File: config.mk
export PLATFORM = sky130hd
export DESIGN_NAME = sig_reg_writer
export DESIGN_NICKNAME = d
export VERILOG_FILES = /design/src/rtl/sig_reg_pkg.sv /design/src/rtl/sig_reg_fifo.sv /design/src/rtl/sig_reg_writer.sv
export SDC_FILE = /design/constraint.sdc
export NUM_CORES = 1
export LEC_CHECK = 0
export BUFFER_PORTS_ARGS = -buffer_cell sky130_fd_sc_hd__buf_2
export CORE_MARGIN = 8
export CORE_UTILIZATION = 40
export DETAILED_ROUTE_END_ITERATION = 8
export GPL_TIMING_DRIVEN = 0
export SYNTH_ARGS = -nofsm -noshare
export SYNTH_HDL_FRONTEND = slang
export SYNTH_SLANG_ARGS = --single-unit
File: constraint.sdc
create_clock -name clk -period 3.1 [get_ports clk]
set_clock_uncertainty 0.2 [all_clocks]
set_input_delay 0.62 -clock clk [delete_from_list [all_inputs] [get_ports clk]]
set_output_delay 0.62 -clock clk [all_outputs]
set_load 0.05 [all_outputs]
File: src/rtl/sig_reg_pkg.sv
// Shared types and constants for the signal-generator register write master.
// Field positions describe how a host byte splits into register address and data.
package sig_reg_pkg;

   typedef enum logic [1:0] {
      IDLE   = 2'd0,
      SETUP  = 2'd1,
      STROBE = 2'd2,
      HOLD   = 2'd3
   } state_t;

   localparam int ADDR_MSB = 7;
   localparam int ADDR_LSB = 5;
   localparam int DATA_MSB = 4;
   localparam int DATA_LSB = 0;

   localparam int DEF_FIFO_DEPTH    = 4;
   localparam int DEF_SETUP_CYCLES  = 2;
   localparam int DEF_STROBE_CYCLES = 100;
   localparam int DEF_HOLD_CYCLES   = 2;

   function automatic int max3(input int a, input int b, input int c);
      int m;
      m = (a > b) ? a : b;
      return (m > c) ? m : c;
   endfunction

endpackage

File: src/rtl/sig_reg_fifo.sv
// Small synchronous FIFO buffering host write bytes ahead of the strobe sequencer.
// Full/empty come from a registered occupancy count, so a full FIFO refuses a push even when popping.
module sig_reg_fifo #(
   parameter int DEPTH = 4,
   parameter int WIDTH = 8
) (
   input  logic             clk,
   input  logic             rst_n,
   input  logic             push,
   input  logic [WIDTH-1:0] wdata,
   input  logic             pop,
   output logic [WIDTH-1:0] rdata,
   output logic             full,
   output logic             empty
);
   localparam int AW = (DEPTH > 1) ? $clog2(DEPTH) : 1;

   logic [WIDTH-1:0] mem [DEPTH];
   logic [AW-1:0]    wr_ptr;
   logic [AW-1:0]    rd_ptr;
   logic [AW:0]      count;
   logic             push_ok;
   logic             pop_ok;

   assign full    = (count == (AW+1)'(DEPTH));
   assign empty   = (count == '0);
   assign push_ok = push && !full;
   assign pop_ok  = pop && !empty;
   assign rdata   = mem[rd_ptr];

   always_ff @(posedge clk) begin
      if (push_ok) begin
         mem[wr_ptr] <= wdata;
      end
   end

   always_ff @(posedge clk or negedge rst_n) begin
      if (!rst_n) begin
         wr_ptr <= '0;
         rd_ptr <= '0;
         count  <= '0;
      end else begin
         if (push_ok) begin
            wr_ptr <= wr_ptr + AW'(1);
         end
         if (pop_ok) begin
            rd_ptr <= rd_ptr + AW'(1);
         end
         case ({push_ok, pop_ok})
            2'b10:   count <= count + (AW+1)'(1);
            2'b01:   count <= count - (AW+1)'(1);
            default: count <= count;
         endcase
      end
   end

endmodule

File: src/rtl/sig_reg_writer.sv
// Host-side write master: buffers host bytes and replays each as a stretched
// address/data/write_strobe transaction slow enough for the generator's scaled clock.
//
// state  | meaning
// IDLE   | waiting for a queued byte with ena high; pops it and latches address/data
// SETUP  | address/data stable, strobe low, SETUP_CYCLES long
// STROBE | write_strobe high, STROBE_CYCLES long
// HOLD   | strobe low, address/data still stable, HOLD_CYCLES long
module sig_reg_writer
   import sig_reg_pkg::*;
#(
   parameter int FIFO_DEPTH    = DEF_FIFO_DEPTH,
   parameter int SETUP_CYCLES  = DEF_SETUP_CYCLES,
   parameter int STROBE_CYCLES = DEF_STROBE_CYCLES,
   parameter int HOLD_CYCLES   = DEF_HOLD_CYCLES
) (
   input  logic       clk,
   input  logic       rst_n,
   input  logic       ena,
   input  logic       in_valid,
   output logic       in_ready,
   input  logic [7:0] in_byte,
   output logic       write_strobe,
   output logic [2:0] address,
   output logic [4:0] data,
   output logic       busy
);
   localparam int MAX_CYCLES = max3(SETUP_CYCLES, STROBE_CYCLES, HOLD_CYCLES);
   localparam int CW         = (MAX_CYCLES > 1) ? $clog2(MAX_CYCLES) : 1;

   localparam logic [CW-1:0] SETUP_LOAD  = CW'(SETUP_CYCLES - 1);
   localparam logic [CW-1:0] STROBE_LOAD = CW'(STROBE_CYCLES - 1);
   localparam logic [CW-1:0] HOLD_LOAD   = CW'(HOLD_CYCLES - 1);

   state_t        state;
   logic [CW-1:0] cnt;
   logic          fifo_full;
   logic          fifo_empty;
   logic          fifo_pop;
   logic [7:0]    head;

   assign in_ready = !fifo_full;
   assign fifo_pop = (state == IDLE) && !fifo_empty && ena;
   assign busy     = (state != IDLE) || !fifo_empty;

   sig_reg_fifo #(
      .DEPTH (FIFO_DEPTH),
      .WIDTH (8)
   ) u_fifo (
      .clk   (clk),
      .rst_n (rst_n),
      .push  (in_valid),
      .wdata (in_byte),
      .pop   (fifo_pop),
      .rdata (head),
      .full  (fifo_full),
      .empty (fifo_empty)
   );

   // Each phase loads its length minus one and advances when the count reaches zero.
   always_ff @(posedge clk or negedge rst_n) begin
      if (!rst_n) begin
         state        <= IDLE;
         cnt          <= '0;
         write_strobe <= 1'b0;
         address      <= '0;
         data         <= '0;
      end else begin
         case (state)
            IDLE: begin
               if (fifo_pop) begin
                  address <= head[ADDR_MSB:ADDR_LSB];
                  data    <= head[DATA_MSB:DATA_LSB];
                  cnt     <= SETUP_LOAD;
                  state   <= SETUP;
               end
            end
            SETUP: begin
               if (cnt == '0) begin
                  cnt          <= STROBE_LOAD;
                  write_strobe <= 1'b1;
                  state        <= STROBE;
               end else begin
                  cnt <= cnt - CW'(1);
               end
            end
            STROBE: begin
               if (cnt == '0) begin
                  cnt          <= HOLD_LOAD;
                  write_strobe <= 1'b0;
                  state        <= HOLD;
               end else begin
                  cnt <= cnt - CW'(1);
               end
            end
            HOLD: begin
               if (cnt == '0) begin
                  state <= IDLE;
               end else begin
                  cnt <= cnt - CW'(1);
               end
            end
            default: begin
               write_strobe <= 1'b0;
               state        <= IDLE;
            end
         endcase
      end
   end

endmodule

# Word-level counts from Yosys, hierarchy flattened
# Memory sizes are Yosys's and may differ from the RTL's. A register that Yosys moved wholly into a read port is not among the register bits.
# Cells that the tools add are included.
[op_classes] add_sub_neg=5 n_mul=0 div=0 order_cmp=0 n_eq_ne=11 shifts=0 n_mux=16 bitwise=0 reduce_logical=18
[op_table] operator="two-way mux 7 bit" count=4
[op_table] operator="case mux 7 bit (4 select lines)" count=1
[op_table] operator="two-way mux 2 bit" count=4
[op_table] operator="inequality test 2 bit, second input constant" count=4
[op_table] operator="case mux 2 bit (4 select lines)" count=1
[op_table] operator="logical NOT 7 bit" count=1
[op_table] operator="subtractor 7 x 1 -> 7 bit, second input constant" count=1
[op_table] operator="equality test 2 bit, second input constant" count=3
[op_table] operator="case mux 3 bit (2 select lines)" count=1
[op_table] operator="nonzero test 2 bit" count=3
[op_table] operator="adder 2 x 1 -> 2 bit, second input constant" count=2
[op_table] operator="equality test 2 x 1 -> 1 bit, second input constant" count=2
[op_table] operator="logical AND 1 bit" count=4
[op_table] operator="two-way mux 1 bit" count=4
[op_table] operator="AND reduction 2 bit" count=2
[op_table] operator="AND reduction 4 bit" count=1
[op_table] operator="adder 3 x 1 -> 3 bit, second input constant" count=1
[op_table] operator="equality test 3 bit, second input constant" count=1
[op_table] operator="logical NOT 1 bit" count=3
[op_table] operator="logical NOT 3 bit" count=1
[op_table] operator="AND reduction 3 bit" count=1
[op_table] operator="subtractor 3 x 1 -> 3 bit, second input constant" count=1
[op_table] operator="logical NOT 2 bit" count=1
[op_table] operator="inequality test 2 x 1 -> 1 bit, second input constant" count=1
[op_table] operator="2 further kinds" count=2
[word_totals] ff_bits=17 latch_bits=0 mem_bits_rw=32 rom_bits=0 inputBits=12 out_inout_bits=11 memories=1
[mem_list] name="u_fifo.mem" words=4 width=8 read_ports=1 rd_clocked_by_memory_dff=1 wr=1 line_no="sig_reg_fifo.sv:18" source="logic [WIDTH-1:0] mem [DEPTH];"

# Depth between registers and ports, before layout
[depth] word_depth=7 depth_mapped=10

# Hierarchy
# From an unflattened synthesis, not the netlist that was laid out.
[unflattened] hier_cells=172 area_unflattened_um2=2568.7
[modules_own_cells] module="sig_reg_fifo" n_inst=1 cells_each=80 area_each_um2=1584.0 seq_area_each_um2=1136.1
[modules_own_cells] module="sig_reg_writer" n_inst=1 cells_each=92 area_each_um2=984.7 seq_area_each_um2=450.4

# Least setup slack after synthesis
# No wires, ideal clock.
[synth_timing] path_kind="reg2reg" from="reg u_fifo.count[0]" to="reg u_fifo.count[1]" setup_ns=0.125 arrival_time_ns=2.114 required_time_ns=2.775 setup_slack_ns=0.661 stages_incl_launch_ff=8 cell_sequence="dfrtp_1 > nor2_1 > nand2_1 > and2_1 > inv_1 > ha_1 > fa_1 > mux2_2"
[synth_rtl] item="from (decl)" line_no="sig_reg_fifo.sv:21" source="logic [AW:0] count;"
[synth_rtl] item="from (signal assigned)" line_no="sig_reg_fifo.sv:50" source="2'b10: count <= count + (AW+1)'(1);"
[synth_rtl] item="from (signal assigned)" line_no="sig_reg_fifo.sv:51" source="2'b01: count <= count - (AW+1)'(1);"
[synth_rtl] item="from (signal assigned)" line_no="sig_reg_fifo.sv:52" source="default: count <= count;"
[synth_rtl] item="equality test 3 bit *" line_no="sig_reg_fifo.sv:25" source="assign full = (count == (AW+1)'(DEPTH));"
[synth_rtl] item="logical NOT 1 bit *"
[synth_rtl] item="via in_ready" line_no="sig_reg_writer.sv:21" source="output logic in_ready,"
[synth_rtl] item="logical AND 1 bit *" line_no="sig_reg_fifo.sv:27" source="assign push_ok = push && !full;"
[synth_rtl] item="equality test 2 x 1 -> 1 bit or equality test 2 bit (tied branches)" line_no="sig_reg_fifo.sv:49" source="case ({push_ok, pop_ok})"
[synth_rtl] item="case mux 3 bit (2 select lines) or nonzero test 2 bit (tied branches)"
# Mark *: on every way through the listed nets, which the timed path passes. The rest lies on a longest branch.
# A chain may end at the register's enable or synchronous reset.

# Worst setup path after layout
[layout_timing] from="reg state[0]" to="reg u_fifo.count[1]"
[layout_between] elab_chain_cells=6
[layout_lines] item="from (decl)" line_no="sig_reg_writer.sv:35" source="state_t state;"
[layout_lines] item="from (signal assigned)" line_no="sig_reg_writer.sv:63" source="state <= IDLE;"
[layout_lines] item="from (signal assigned)" line_no="sig_reg_writer.sv:75" source="state <= SETUP;"
[layout_lines] item="from (signal assigned)" line_no="sig_reg_writer.sv:82" source="state <= STROBE;"
[layout_lines] item="logical NOT 2 bit *" line_no="sig_reg_writer.sv:43" source="assign fifo_pop = (state == IDLE) && !fifo_empty && ena;"
[layout_lines] item="logical AND 1 bit * (2 in series)" line_no="sig_reg_writer.sv:43"
[layout_lines] item="logical AND 1 bit *" line_no="sig_reg_fifo.sv:28" source="assign pop_ok = pop && !empty;"
[layout_lines] item="via u_fifo.pop_ok" line_no="sig_reg_fifo.sv:23" source="logic pop_ok;"
[layout_lines] item="equality test 2 x 1 -> 1 bit or equality test 2 bit (tied branches)" line_no="sig_reg_fifo.sv:49"
[layout_lines] item="case mux 3 bit (2 select lines) or nonzero test 2 bit (tied branches)"
# Marks and branches as above.

==> flow_metrics.py <==
metrics = {
    "run_status": {
        "status": "finished clean",
    },
    "global_route": {
        "overflow": 0,
        "grtUsageTotal_pct": 11.51,
        "grt_first_pass_wirelength_um": 7714,
        "grt_pass1_vias": 1595,
        "antenna_found_initial": 0,
        "grt_start_max_net_pins": 26,
    },
    "yosys": {
        "synth_area_leaders": "edfxtp_1, dfrtp_1, mux4_2",
        "synth-simple-area-share_pct": 8.170,
        "yosys.area_share.xor_xnor_pct": 2.055,
        "synth-async-reset-ratio_pct": 43.86,
        "yosysUniqueCellTypes": 39,
        "ys.flop_type": "edfxtp_1",
        "synth.most_common_cell": "edfxtp_1",
        "yosys_warnings": 0,
        "syn-cell-area_mm2": 0.002557,
        "ys_seq_area_share_pct": 62.04,
        "synthAdderAreaFrac_pct": 6.164,
        "ys_top_cells_by_count": "edfxtp_1, dfrtp_1, ha_1, mux2_2",
        "synth_seq_cells": 57,
        "syn-instance-count": 170,
        "syn_nets": 194,
        "yosysTopAreaCell": "edfxtp_1",
        "synth_top_family_by_area": "multiplexers",
        "synth_top_area_share_pct": 37.57,
        "synth_compound_area_share_pct": 6.996,
        "synth_edf_count": 32,
        "synthMuxAreaShare_pct": 12.28,
        "syn-mean-instance-area_um2": 15.04,
    },
    "critical_path": {
        "startpoint_type": "register",
        "cp.required_ps": 3120,
        "worst_path_max_delay_cell": "fa_1",
        "reg2reg_slack_ps": 540,
        "crit_type": "reg2reg",
        "slowest_delay_ps": 410,
        "endpoint_kind": "register",
        "path_buf_inv": 3,
        "cp_top_family": "adder cells",
        "timing.critical_path.cells": "inv_1, ha_1, inv_1, nor2_1, buf_2, ha_1, fa_1, mux2_2",
        "crit_fanout": 10,
        "arrival_ps": 2570,
    },
    "timing": {
        "hold_viol_final": 0,
        "fin_crit_ps": 2556,
        "slew_viol_final": 0,
        "worst_pin_slew_ps": 700.6,
        "max_freq_ghz": 0.3912,
        "timing.final.crit_share_pct": 82.46,
        "hold-worst-slack_ps": 91.27,
        "setup_viol": 0,
        "slew_headroom_pct": 52.87,
        "rsz0062_at_grt": "false",
        "tns_ps": 0,
    },
    "floorplan": {
        "dieArea_mm2": 0.009208,
        "core_mm2": 0.006277,
        "die_h_um": 95.96,
        "io_pins": 23,
        "die_w_um": 95.96,
        "start_util_pct": 40.74,
        "fp-row-count": 29,
    },
    "pwr": {
        "p_sw_share_pct": 27.23,
        "seq_power_share_pct": 53.7,
        "switchingPower_w": 0.0005017,
        "comb_power_share_pct": 13.3,
        "leakagePower_nw": 1.219,
        "vdd_drop_max_mv": 0.3276,
        "power_w": 0.001843,
        "power.density_mw_per_mm2": 627.2,
        "pwr-share-clk_pct": 33.1,
        "intPower_w": 0.001341,
    },
    "final_layout": {
        "multi_input_area_um2": 912.1,
        "fillers": 576,
        "area_growth_pct": 14.87,
        "nets": 227,
        "fin_cells": 285,
        "register_area_mm2": 0.001587,
        "postLayoutCellArea_mm2": 0.002938,
        "drive_gt1_share_pct": 29.81,
        "diodes": 0,
    },
    "place": {
        "dp_hpwl_um": 3041,
        "dp_cells": 269,
        "gp_congestion": 0.7873,
        "place_area_mm2": 0.002764,
        "io_buffers": 22,
    },
    "clocking": {
        "htree_num_levels": 3,
        "clk_path_buf_depth": 2,
        "cts_inserted_buffers": 9,
        "cts_setup_buffers": 0,
        "cts_tree": "done",
        "clk_latency_ps": 330,
        "post_cts_resized": 0,
        "cts_hold_repair.buffers": 0,
        "cts.sinks": 57,
        "cts_root_buffer": "clkbuf_8",
        "path_clk_slew_ps": 70,
    },
    "routing": {
        "drc": 0,
        "drtPass1Iterations": 4,
        "routed_wl_um": 4540,
        "ant_nets": 0,
        "avgViaCountPerCell": 5.130,
        "num_vias": 1462,
        "wl_per_cell_um": 15.93,
        "drt_iter0_drc": 56,
    },
    "run": {
        "cap_violations": 0,
    },
    "min_path": {
        "min_path_type": "in2async",
    },
}
## final cells by class
| type | instances | area share (%) |
|---|---|---|
| clock buffers | 11 | 4.813 |
| repair buffers | 22 | 3.748 |
| multi-input cells | 100 | 31.05 |
| well taps | 77 | 3.279 |
| flip-flops and latches | 57 | 54.00 |
| clock inverters | 5 | 1.107 |
| plain buffers | 4 | 0.8518 |
| inverters | 9 | 1.150 |
## per-stage QoR
step / utilization, % / setup WS (ps)
floorplan: - / 661.4
global placement: 44.03 / 533.3
detailed placement: 44.03 / 527.5
CTS: 46.80 / 520.9
global route: 46.80 / 303.4
finish: 46.80 / 543.8
## flip-flops by register name, indices dropped and copies added, names as in the netlist
register       flops
state              2
cnt                7
address            3
u_fifo.rd_ptr      2
write_strobe       1
u_fifo.count       3
u_fifo.wr_ptr      2
u_fifo.mem        32
data               5
## path summary, 6_finish.rpt
check | start | endpoint | cells after the start
min in group clk | address[0]$_DFFE_PN0P_ | address[0]$_DFFE_PN0P_ | 1
worst max register to register | state[0]$_DFFE_PN0P_ | u_fifo.count[1]$_DFFE_PN0P_ | 8
worst min-delay path | rst_n | address[2]$_DFFE_PN0P_ | 1
worst max-delay path | state[0]$_DFFE_PN0P_ | u_fifo.count[1]$_DFFE_PN0P_ | 8
worst min register to register | address[0]$_DFFE_PN0P_ | address[0]$_DFFE_PN0P_ | 1
max in group asynchronous | rst_n | cnt[5]$_DFFE_PN0P_ | 1
## cells in the final DEF (no fill, tap or decap), types with 2 or more instances in the layout
cell / instances
edfxtp_1: 32
dfrtp_1: 25
buf_2: 24
mux2_2: 11
ha_1: 11
clkbuf_8: 10
inv_1: 9
nor2_1: 9
mux4_2: 8
nand2_1: 7
a21oi_1: 7
and3_1: 4
xnor2_1: 4
o211ai_1: 3
o31ai_1: 3
or4_1: 3
a22oi_1: 3
clkinv_2: 3
and2_1: 2
nand3b_1: 2
nor2b_1: 2
nor3_1: 2
clkbuf_1: 2
xor2_1: 2
or3_1: 2
clkinv_4: 2
## cells by family after synthesis
| logic type | after synthesis |
|---|---|
| DFF | 57 |
| and+or+nand+nor | 37 |
| AOI/OAI and AO/OA | 25 |
| muxes | 20 |
| buffers and inverters | 13 |
| adders and majority gates | 12 |
| xor gates and xnor gates | 6 |
## worst register-to-register path, delay by kind of cell, from the launching register on
family        cells  cell delay, ps
flops             1             400
fa+ha+maj         3             910
buf+inv           3             520
simple gates      1             160
mux               1             260
## routing by layer
metal,up-vias,GRT usage [%],wire [um]
met5,-,0,0
met4,0,7.298,114
met3,11,3.198,196
met2,26,16.74,1985
met1,716,14.85,2243
li1,709,-,-
## power groups by stage
| stage | sequential, W | clock [W] | combinational (W) |
|---|---|---|---|
| 2_1_floorplan | 0.000989 | 0 | 0.000184 |
| 3_3_place_gp | 0.00100 | 0 | 0.000250 |
| 3_5_place_dp | 0.00100 | 0 | 0.000253 |
| 4_1_cts | 0.000991 | 0.000627 | 0.000253 |
| 5_1_grt | 0.00100 | 0.000672 | 0.000286 |
| 6_report | 0.000989 | 0.000609 | 0.000245 |
Note: power is estimated with default switching activity, not from simulation.
